--- src/rtl/baud_gen_frac.sv ---
// baud_gen_frac: programmable fractional baud-rate generator.
// Emits an oversample tick, a mid-bit tick and a bit-end tick. Divisor changes
// are staged in a pending register and committed only on a bit boundary.
module baud_gen_frac #(
  parameter int CLK_FREQ   = 100000000,
  parameter int DEF_BAUD   = 115200,
  parameter int OVERSAMPLE = 16,
  parameter int DIV_W      = 16,
  parameter int FRAC_W     = 4
) (
  input  logic              i_clk,
  input  logic              i_rst_n,
  input  logic              i_en,
  input  logic [DIV_W-1:0]  i_div_int,
  input  logic [FRAC_W-1:0] i_div_frac,
  input  logic              i_div_load,
  input  logic              i_resync,
  output logic              o_os_tick,
  output logic              o_mid_tick,
  output logic              o_bit_tick,
  output logic              o_load_pend
);

  localparam int OS_W = (OVERSAMPLE > 1) ? $clog2(OVERSAMPLE) : 1;

  // Reset divisor in units of 1/2^FRAC_W clock, floored.
  localparam longint unsigned DEF_D =
    (longint'(CLK_FREQ) << FRAC_W) / (longint'(DEF_BAUD) * longint'(OVERSAMPLE));
  localparam logic [DIV_W-1:0]  DEF_INT  = DIV_W'(DEF_D >> FRAC_W);
  localparam logic [FRAC_W-1:0] DEF_FRAC = FRAC_W'(DEF_D);

  localparam logic [OS_W-1:0] MID_IDX  = OS_W'(OVERSAMPLE / 2 - 1);
  localparam logic [OS_W-1:0] LAST_IDX = OS_W'(OVERSAMPLE - 1);

  // Active and pending divisor
  logic [DIV_W-1:0]  act_int_r;
  logic [FRAC_W-1:0] act_frac_r;
  logic [DIV_W-1:0]  pend_int_r;
  logic [FRAC_W-1:0] pend_frac_r;
  logic              pend_r;

  // Phase state
  logic [DIV_W-1:0]  cnt_r;
  logic [FRAC_W-1:0] acc_r;
  logic              carry_r;
  logic [OS_W-1:0]   os_idx_r;

  // Registered ticks
  logic              os_tick_r;
  logic              mid_tick_r;
  logic              bit_tick_r;

  // Combinational helpers
  logic [DIV_W:0]    int_eff_s;
  logic [DIV_W:0]    last_cnt_s;
  logic [FRAC_W:0]   acc_sum_s;
  logic              os_end_s;
  logic              mid_end_s;
  logic              bit_end_s;
  logic              apply_s;

  // Period end detection, accumulator sum and pending-divisor commit decision
  always_comb begin
    int_eff_s  = {1'b0, act_int_r};
    last_cnt_s = '0;
    acc_sum_s  = '0;
    os_end_s   = 1'b0;
    mid_end_s  = 1'b0;
    bit_end_s  = 1'b0;
    apply_s    = 1'b0;

    // Periods shorter than 2 clocks would make the tick pulses merge.
    if (act_int_r < DIV_W'(2)) begin
      int_eff_s = (DIV_W + 1)'(2);
    end else begin
      int_eff_s = {1'b0, act_int_r};
    end

    // A carry from the previous os tick stretches this period by one clock.
    last_cnt_s = int_eff_s + {{DIV_W{1'b0}}, carry_r} - {{DIV_W{1'b0}}, 1'b1};
    acc_sum_s  = {1'b0, acc_r} + {1'b0, act_frac_r};

    // Resync wins over a coincident period end, so no tick is issued then.
    os_end_s  = i_en && !i_resync && ({1'b0, cnt_r} == last_cnt_s);
    mid_end_s = os_end_s && (os_idx_r == MID_IDX);
    bit_end_s = os_end_s && (os_idx_r == LAST_IDX);

    // While disabled there is no phase to protect, so commit straight away.
    apply_s = pend_r && (!i_en || bit_end_s);
  end

  // Divisor staging: capture loads, commit them on a bit boundary or while idle
  always_ff @(posedge i_clk or negedge i_rst_n) begin
    if (!i_rst_n) begin
      act_int_r   <= DEF_INT;
      act_frac_r  <= DEF_FRAC;
      pend_int_r  <= '0;
      pend_frac_r <= '0;
      pend_r      <= 1'b0;
    end else begin
      if (apply_s) begin
        act_int_r  <= pend_int_r;
        act_frac_r <= pend_frac_r;
      end else begin
        act_int_r  <= act_int_r;
        act_frac_r <= act_frac_r;
      end
      // A load in the commit cycle becomes the next pending value.
      if (i_div_load) begin
        pend_int_r  <= i_div_int;
        pend_frac_r <= i_div_frac;
        pend_r      <= 1'b1;
      end else if (apply_s) begin
        pend_r      <= 1'b0;
      end else begin
        pend_r      <= pend_r;
      end
    end
  end

  // Phase counters, fractional accumulator and registered tick generation
  always_ff @(posedge i_clk or negedge i_rst_n) begin
    if (!i_rst_n) begin
      cnt_r      <= '0;
      acc_r      <= '0;
      carry_r    <= 1'b0;
      os_idx_r   <= '0;
      os_tick_r  <= 1'b0;
      mid_tick_r <= 1'b0;
      bit_tick_r <= 1'b0;
    end else if (!i_en || i_resync) begin
      cnt_r      <= '0;
      acc_r      <= '0;
      carry_r    <= 1'b0;
      os_idx_r   <= '0;
      os_tick_r  <= 1'b0;
      mid_tick_r <= 1'b0;
      bit_tick_r <= 1'b0;
    end else if (os_end_s) begin
      cnt_r      <= '0;
      os_tick_r  <= 1'b1;
      mid_tick_r <= mid_end_s;
      bit_tick_r <= bit_end_s;
      if (bit_end_s) begin
        os_idx_r <= '0;
      end else begin
        os_idx_r <= os_idx_r + OS_W'(1);
      end
      // A newly committed divisor starts with a clean fractional phase.
      if (apply_s) begin
        acc_r   <= '0;
        carry_r <= 1'b0;
      end else begin
        acc_r   <= acc_sum_s[FRAC_W-1:0];
        carry_r <= acc_sum_s[FRAC_W];
      end
    end else begin
      cnt_r      <= cnt_r + DIV_W'(1);
      os_tick_r  <= 1'b0;
      mid_tick_r <= 1'b0;
      bit_tick_r <= 1'b0;
    end
  end

  assign o_os_tick   = os_tick_r;
  assign o_mid_tick  = mid_tick_r;
  assign o_bit_tick  = bit_tick_r;
  assign o_load_pend = pend_r;

endmodule
--- config.mk ---
export PLATFORM = sky130hd
export DESIGN_NAME = baud_gen_frac
export DESIGN_NICKNAME = d
export VERILOG_FILES = /design/src/rtl/baud_gen_frac.sv
export SDC_FILE = /design/constraint.sdc
export NUM_CORES = 1
export LEC_CHECK = 0
export ABC_AREA = 1
export CORE_UTILIZATION = 58
export DETAILED_ROUTE_END_ITERATION = 7
export HOLD_SLACK_MARGIN = 0.06
export PLACE_DENSITY = 0.79
export SYNTH_ARGS = -nofsm -noshare
export SYNTH_HDL_FRONTEND = slang
export SYNTH_SLANG_ARGS = --single-unit
--- constraint.sdc ---
create_clock -name i_clk -period 3.7 [get_ports i_clk]
set_input_delay 0.555 -clock i_clk [delete_from_list [all_inputs] [get_ports i_clk]]
set_output_delay 0.555 -clock i_clk [all_outputs]
set_load 0.05 [all_outputs]
==> After elaboration in Yosys (flattened, before gate mapping) <==
Index checks and enable logic that the tools add are counted.
W data, S select, Z words.
{ "totals": {"register_bits": 69, "word_cells": 52} }
{ "classes": {"add_sub_neg": 5, "order_cmp": 1, "eq_ne": 3, "n_mux": 20, "reduce_logical": 11} }
{ "op_table": {"columns": ["op", "n"], "rows": [
  ["$mux W16", 3],
  ["$mux W4", 6],
  ["$add A17 B1 Y17", 1],
  ["$eq A16 B17 Y1", 1],
  ["$sub A17 B1 Y17 const B", 1],
  ["$add A16 B1 Y16 const B", 1],
  ["$lt A16 B2 Y1 const B", 1],
  ["$mux W1", 11],
  ["$add A4 B4 Y5", 1],
  ["$logic_and A1 B1 Y1", 5],
  ["$add A4 B1 Y4 const B", 1],
  ["$eq A4 B3 Y1 const B", 1],
  ["$eq A4 B4 Y1 const B", 1],
  ["$reduce_bool A2 Y1", 2],
  ["$logic_not A1 Y1", 2],
  ["$logic_or A1 B1 Y1", 2]
]} }

==> Depth between registers and ports, before layout <==
Gate-level depths: netlist (run 1).
{ "logic_depth": {"word_depth": 12, "depth_mapped": 22, "depth_no_buf": 21} }

==> Least setup slack after synthesis (run 1) <==
OpenSTA, ideal clock, no wires.
{ "synth_timing": {"kind": "register to register", "start": "register act_int_r[3]", "end": "register act_int_r[10]", "setup_time_ps": 117, "arrival_ps": 2670, "path_slack_ps": 913, "path_stages_with_launch": 22, "n_path_buf": 1, "period_less_slack_ps": 2787, "path_cell_list": "dfrtp_1 > nor2_2 > nand2_1 > nor2_4 > nand2_4 > nand2_1 > ha_1 > ha_1 > nand2_1 > o21ai_0 > a21oi_1 > nor2_1 > nand2_1 > nor2_1 > nand3_1 > nor2_2 > nand4_2 > nand2_2 > nand2_4 > buf_6 > nand2_1 > nand2_1"} }
{ "synth_via": {"elab_chain_cells": 9} }
{ "synth_rtl": {"columns": ["item", "line", "text"], "rows": [
  ["start: declaration", "36", "logic [DIV_W-1:0] act_int_r;"],
  ["start signal: assignment", "102", "act_int_r <= pend_int_r;"],
  ["start signal: assignment", "105", "act_int_r <= act_int_r;"],
  ["$lt A16 B2 Y1", "73", "if (act_int_r < DIV_W'(2)) begin"],
  ["$mux W16 *", "73", null],
  ["$add A17 B1 Y17 *", "80", "last_cnt_s = int_eff_s + {{DIV_W{1'b0}}, carry_r} - {{DIV_W{1'b0}}, 1'b1};"],
  ["$sub A17 B1 Y17 *", "80", null],
  ["$eq A16 B17 Y1 *", "84", "os_end_s = i_en && !i_resync && ({1'b0, cnt_r} == last_cnt_s);"],
  ["$logic_and A1 B1 Y1 *", "84", null],
  ["$logic_and A1 B1 Y1 *", "86", "bit_end_s = os_end_s && (os_idx_r == LAST_IDX);"],
  ["$logic_or A1 B1 Y1 *", "89", "apply_s = pend_r && (!i_en || bit_end_s);"],
  ["$logic_and A1 B1 Y1 *", "89", null]
]} }
Mark *: on every way between the ends. The rest lies on a longest branch, timed or not.
A chain may end at the register's enable or synchronous reset.

==> Worst setup path after layout (run 1) <==
{ "layout_timing": {"start": "register act_int_r[10]", "end": "register act_int_r[8]"} }
The elaborated chain is that of the path after synthesis.

==> flow_summary_export.csv, run 1 <==
group,metric,value,unit
yosys,yosys.area.top_type,"dfrtp_1",
critical_path,reg2reg_from,"act_int_r[10]",
clock_network,clk_latency,0.36,ns
yosys,synth_ff_type,"dfrtp_1",
final_layout,area_growth,14.5,%
drt,ant_nets,0,
drt,route.detailed.drc,0,
global_route,grt_pass1_vias,2976,
final_layout,final_cell_area,4280,um2
pwr,p_leak,2.18,nW
yosys,synth_cells,478,
placed_design,hpwl,5770,um
yosys,ys_ff_latch,69,
critical_path,reg2reg_depth,20,
critical_path,cp.required,3.94,ns
die,start_util,61.6,%
timing,finalSetupViolations,0,
placed_design,io_buffers,28,
pwr,ir_drop,0.277,mV
yosys,avgSynthCellArea,7.81,um2
critical_path,worstReg2RegEnd,"act_int_r[8]",
drt,vias,3136,
final_layout,final_util,70.5,%
final_layout,nets,546,
clock_network,cts_tree,"yes",
clock_network,numCtsBuffers,9,
die,rows,28,
final_layout,fillers,514,
critical_path,crit_slowest_cell,"dfrtp_1",
pwr,cellPowerDensity,427,nW/um2
timing,period_needed,3.35,ns
yosys,ys_types,35,
timing,skew,0.0141,ns
critical_path,cp_top_family,"simple AND/OR/NAND/NOR gates",
clock_network,cts_max_path_buffers,2,
drt,drt_first_iter_violations,165,
timing,drv_slew,0,
global_route,antenna_found_initial,0,
clock_network,cts_resized,0,
yosys,ys_top_cells_by_area,"dfrtp_1 43%, nand2_1 18%, nand3_1 5.8%, nor2_1 4.2%, inv_1 3.9%",
clock_network,clock_sinks,69,
critical_path,slowest_delay,0.45,ns
final_layout,layout.area.seq,1730,um2
critical_path,startpoint_type,"register",
critical_path,cp_num_buf_inv,0,
yosys,seq_area_frac_synth,46.4,%
critical_path,r2r_slack,0.35,ns
die,design.core.area,6060,um2
pwr,p_total,0.00183,W
yosys,synth_top_area_share,42.9,%
placed_design,place_ws,0.369,ns
timing,relSlewSlack,48.5,%
clock_network,post_cts_buffers,0,
critical_path,cp_common_cell,"nand2_1",
global_route,overflow,0,
timing,worst_slack,0.349,ns
yosys,synth_edf_count,0,
drt,drt_first_pass_iters,4,
critical_path,critPathCaptureType,"register",
global_route,grt_pass1_wl,13100,um
global_route,grt_max_degree,37,
critical_path,crit_arrival,3.59,ns
clock_network,htreeDepth,3,
placed_design,gp_congestion,0.963,
clock_network,clk_pin_slew,0.08,ns
timing,post-route-period-util,90.6,%
yosys,syn_area,3730,um2
die,die_area,6760,um2
die,io_pins,29,
critical_path,critPathKind,"register to register",
critical_path,cp_cell_sequence,"nor2_1, nand2_1, nor2_4, nand2_4, nand2_1, ha_1, ha_1, nand2_1, o21ai_0, a21oi_1, nor2_1, nand2_1, nor2_1, nand3_1, nor2_2, nand4_2, nand2_2, nand2_4, nand2_1, nand2_1",
drt,viasPerCell,5.30,
final_layout,mostFrequentLayoutCells,"175 x nand2_1, 64 x dfrtp_1, 43 x nand3_1, 42 x nor2_1, 39 x inv_1",
final_layout,layout-drive-gt1-share,9.28,%
yosys,yosys_warnings,0,
global_route,track_usage,26.1,%
timing,rsz0062_at_grt,"false",
drt,drt-total-wl,7670,um
job,drv_cap,0,
final_layout,final_common_cell,"nand2_1",
die,fp.dieW,82.2,um
yosys,synth-async-reset-ratio,100,%
critical_path,crit_fanout,25,
status,status,"completed",
timing,final_hold_viol_count,0,
min_path,hp-class,"primary input to async pin",
timing,max_freq,298,MHz
final_layout,multi_input_area,1780,um2
clock_network,clock-root-buffer,"clkbuf_8",
timing,tns,0,ns
yosys,synth_fp_nets,512,
drt,routedWlPerCell,13.0,um
final_layout,antenna_cells,0,
placed_design,placed_cell_area,4080,um2
timing,tightest_slew,0.773,ns
clock_network,holdBufCountCts,0,
die,fp.dieH,82.2,um
[kinds of logic (layout without fill, tap and decap cells)]
logic type      after synthesis  count (layout)  synth area share [%]
buf+inv                      53              92                  5.96
compound gates               23              23                  3.25
fa+ha+maj                     9               9                  3.22
simple gates                299             299                  35.3
flops                        69              69                  46.4
xor+xnor                     25              25                  5.86
[through the flow]
stage	std cells	hold slack, ns
CTS	592	0.300
detailed placement	576	0.459
global route	592	0.339
global placement	576	0.455
floorplan	478	0.259
finish	592	0.270
[registers in the layout (all words and copies together), names as in the netlist, 4 cells and up]
name,flops
os_idx_r,4
pend_int_r,16
acc_r,4
pend_frac_r,4
act_int_r,16
act_frac_r,4
cnt_r,16
[final cells by class]
cell class | count | share of cell area [%]
Multi-Input combinational cell | 356 | 41.6
Tap cell | 75 | 2.19
Timing Repair Buffer | 34 | 7.49
Clock buffer | 12 | 3.39
Clock inverter | 4 | 1.11
Inverter | 42 | 3.69
Sequential cell | 69 | 40.5
[routing by layer]
layer / global-route usage (%) / share of wire, % / vias up
met5: 0 / 0 / -
met4: 13.9 / 2.5 / 0
met3: 5.38 / 4.7 / 18
met2: 42.3 / 47 / 84
met1: 32.8 / 46 / 1457
li1: - / - / 1577
[synthesized netlist by cell type, types with 2 or more instances]
| master | count |
|---|---|
| nand2_1 | 175 |
| dfrtp_1 | 64 |
| nand3_1 | 43 |
| nor2_1 | 42 |
| inv_1 | 39 |
| xor2_1 | 14 |
| a21oi_1 | 13 |
| xnor2_1 | 11 |
| ha_1 | 8 |
| nand4_1 | 8 |
| clkbuf_1 | 6 |
| nor3_1 | 6 |
| o21ai_0 | 6 |
| dfstp_2 | 5 |
| nor2_2 | 4 |
| inv_2 | 3 |
| nor2_4 | 3 |
| o22ai_1 | 3 |
| or2_2 | 3 |
| buf_4 | 2 |
| buf_6 | 2 |
| nand2_2 | 2 |
| nand2_4 | 2 |
| nand3_2 | 2 |
| nor4_1 | 2 |
[how the worst max path moves through the flow]
| stage | startpoint | to | cells past startpoint |
|---|---|---|---|
| 2_1_floorplan | act_int_r[3] | act_int_r[10] | 21 |
| 3_3_place_gp | act_int_r[10] | acc_r[2] | 20 |
| 3_5_place_dp | act_int_r[10] | acc_r[3] | 20 |
| 4_1_cts | act_int_r[10] | act_int_r[8] | 20 |
| 5_1_grt | act_int_r[10] | act_int_r[13] | 20 |
| 6_report | act_int_r[10] | act_int_r[8] | 20 |
[where the power goes]
part / internal (W) / switching (W)
clock network: 0.000328 / 0.000282
logic: 0.000134 / 0.000215
registers: 0.000814 / 0.0000554
No activity file was read; power rests on OpenSTA's default activity.
==> run 2, diff against run 1 <==
--- a/config.mk
+++ b/config.mk
@@ -6,10 +6,12 @@
 export NUM_CORES = 1
 export LEC_CHECK = 0
 export ABC_AREA = 1
-export CORE_UTILIZATION = 58
+export CORE_UTILIZATION = 60
+export CTS_BUF_LIST = sky130_fd_sc_hd__clkbuf_2 sky130_fd_sc_hd__clkbuf_4 sky130_fd_sc_hd__clkbuf_8
 export DETAILED_ROUTE_END_ITERATION = 7
 export HOLD_SLACK_MARGIN = 0.06
-export PLACE_DENSITY = 0.79
+export PLACE_DENSITY = 0.82
+export REMOVE_ABC_BUFFERS = 1
 export SYNTH_ARGS = -nofsm -noshare
 export SYNTH_HDL_FRONTEND = slang
 export SYNTH_SLANG_ARGS = --single-unit
==> flow_summary_export.csv, run 2 (synthesis gave the netlist of run 1 again) <==
group,metric,value,unit
timing,rsz0062_at_grt,"false",
critical_path,cp_num_buf_inv,1,
placed_design,io_buffers,28,
clock_network,clk_pin_slew,0.08,ns
drt,vias,3072,
drt,viasPerCell,5.22,
final_layout,layout-drive-gt1-share,9.34,%
min_path,hp-class,"primary input to async pin",
placed_design,gp_congestion,0.953,
pwr,ir_drop,0.332,mV
clock_network,htreeDepth,3,
timing,relSlewSlack,43.9,%
final_layout,fillers,485,
critical_path,cp_cell_sequence,"nor2_1, nand2_1, nor2_4, nand2_4, nand2_1, ha_1, ha_1, nand2_1, o21ai_1, a21oi_1, nor2_1, nand2_1, nor2_1, nand3_1, nor2_2, nand4_2, nand2_2, buf_4, nand3_1, nand2_1",
critical_path,startpoint_type,"register",
timing,final_hold_viol_count,0,
global_route,met1_usage,34.2,%
final_layout,final_common_cell,"nand2_1",
timing,drv_slew,0,
critical_path,cp.required,3.98,ns
drt,drt-total-wl,7660,um
clock_network,cts_tree,"yes",
final_layout,antenna_cells,0,
clock_network,numCtsBuffers,9,
critical_path,slowest_delay,0.41,ns
critical_path,crit_fanout,20,
critical_path,crit_arrival,3.56,ns
final_layout,layout.area.seq,1730,um2
critical_path,crit_slowest_cell,"dfrtp_1",
global_route,use_met3,5.39,%
global_route,track_usage,27.0,%
final_layout,multi_input_area,1790,um2
clock_network,holdBufCountCts,0,
drt,route.detailed.drc,0,
global_route,overflow,0,
die,rows,28,
critical_path,critPathKind,"register to register",
critical_path,r2r_slack,0.42,ns
placed_design,hpwl,5560,um
critical_path,reg2reg_depth,20,
critical_path,critPathCaptureType,"register",
timing,tns,0,ns
drt,drt_first_pass_iters,4,
drt,drt_first_iter_violations,207,
timing,post-route-period-util,88.7,%
die,design.core.area,5960,um2
critical_path,worst-path-stages,20,
global_route,top_usage_layer,"met2",
global_route,grt_max_degree,70,
job,drv_cap,0,
clock_network,cts_resized,0,
clock_network,clk_latency,0.35,ns
timing,skew,0.00948,ns
critical_path,reg2reg_from,"act_int_r[12]",
pwr,p_leak,2.19,nW
pwr,cellPowerDensity,459,nW/um2
clock_network,post_cts_buffers,0,
global_route,grt_pass1_wl,13100,um
timing,tightest_slew,0.841,ns
status,status,"completed",
final_layout,area_growth,15.9,%
timing,hold_slack,0.380,ns
clock_network,cts_max_path_buffers,2,
final_layout,reg_top3,"act_int_r x16, cnt_r x16, pend_int_r x16",
global_route,antenna_found_initial,0,
timing,max_freq,305,MHz
drt,routedWlPerCell,13.0,um
final_layout,final_util,72.6,%
global_route,grt_pass1_vias,2913,
critical_path,cp_top_family,"simple AND/OR/NAND/NOR gates",
die,io_pins,29,
timing,period_needed,3.28,ns
global_route,grtUsageMet2,44.5,%
die,fp.dieW,80.9,um
clock_network,clock-root-buffer,"clkbuf_8",
clock_network,clock_sinks,69,
drt,ant_nets,0,
critical_path,cp_common_cell,"nand2_1",
critical_path,worstReg2RegEnd,"act_int_r[8]",
final_layout,mostFrequentLayoutCells,"175 x nand2_1, 64 x dfrtp_1, 43 x nand3_1, 41 x nor2_1, 39 x inv_1",
die,start_util,62.7,%
die,fp.dieH,80.9,um
final_layout,nets,543,
die,die_area,6540,um2
timing,finalSetupViolations,0,
[run 2: layer usage]
metal	wire length (um)	vias to the layer above	share of wire, %
li1	-	1571	-
met1	3530	1428	46
met2	3710	58	48
met3	268	15	3.5
met4	148	0	1.9
met5	0	-	0
[run 2: final cells by class]
cell class                 instances  share of cell area [%]
multi-input combinational        356                    41.3
sequential                        69                    40.1
timing repair buffer              31                    6.88
inverter                          42                    3.64
clock buffer                      11                    3.50
clock inverter                     5                    2.46
tap                               75                    2.17
[run 2: worst max path at each step]
stage / slack, ns / end / start
2_1_floorplan: 0.72 / acc_r[2] / act_int_r[3]
6_report: 0.42 / act_int_r[8] / act_int_r[12]
3_5_place_dp: 0.34 / cnt_r[2] / act_int_r[10]
5_1_grt: 0.07 / act_int_r[8] / act_int_r[10]
3_3_place_gp: 0.48 / cnt_r[2] / act_int_r[10]
4_1_cts: 0.26 / act_int_r[8] / act_int_r[10]
[run 2: worst register-to-register path, cell delays in order, from the launching register on]
cell	delay [ns]
dfrtp_1	0.41
nor2_1	0.19
nand2_1	0.14
nor2_4	0.17
nand2_4	0.09
nand2_1	0.07
ha_1	0.16
ha_1	0.26
nand2_1	0.13
o21ai_1	0.20
a21oi_1	0.09
nor2_1	0.13
nand2_1	0.06
nor2_1	0.10
nand3_1	0.10
nor2_2	0.15
nand4_2	0.15
nand2_2	0.12
buf_4	0.24
nand3_1	0.13
nand2_1	0.10
[run 2: report_power, final]
part / internal (W) / total (W) / switching (W) / leakage [nW]
clock network: 0.000485 / 0.000772 / 0.000286 / 0.126
registers: 0.000814 / 0.000867 / 0.0000539 / 0.886
logic: 0.000133 / 0.000346 / 0.000213 / 1.18
[run 2: through the flow]
| step | instances | power, W | worst slack [ns] | instance area, um2 |
|---|---|---|---|---|
| 4_1_cts | 589 | 0.00199 | 0.261 | 4320 |
| 3_3_place_gp | 573 | 0.00121 | 0.483 | 4060 |
| 6_report | 589 | 0.00199 | 0.419 | 4330 |
| 5_1_grt | 589 | 0.00209 | 0.0702 | 4330 |
| 2_1_floorplan | 467 | 0.00111 | 0.720 | 3670 |
| 3_5_place_dp | 573 | 0.00122 | 0.343 | 4060 |
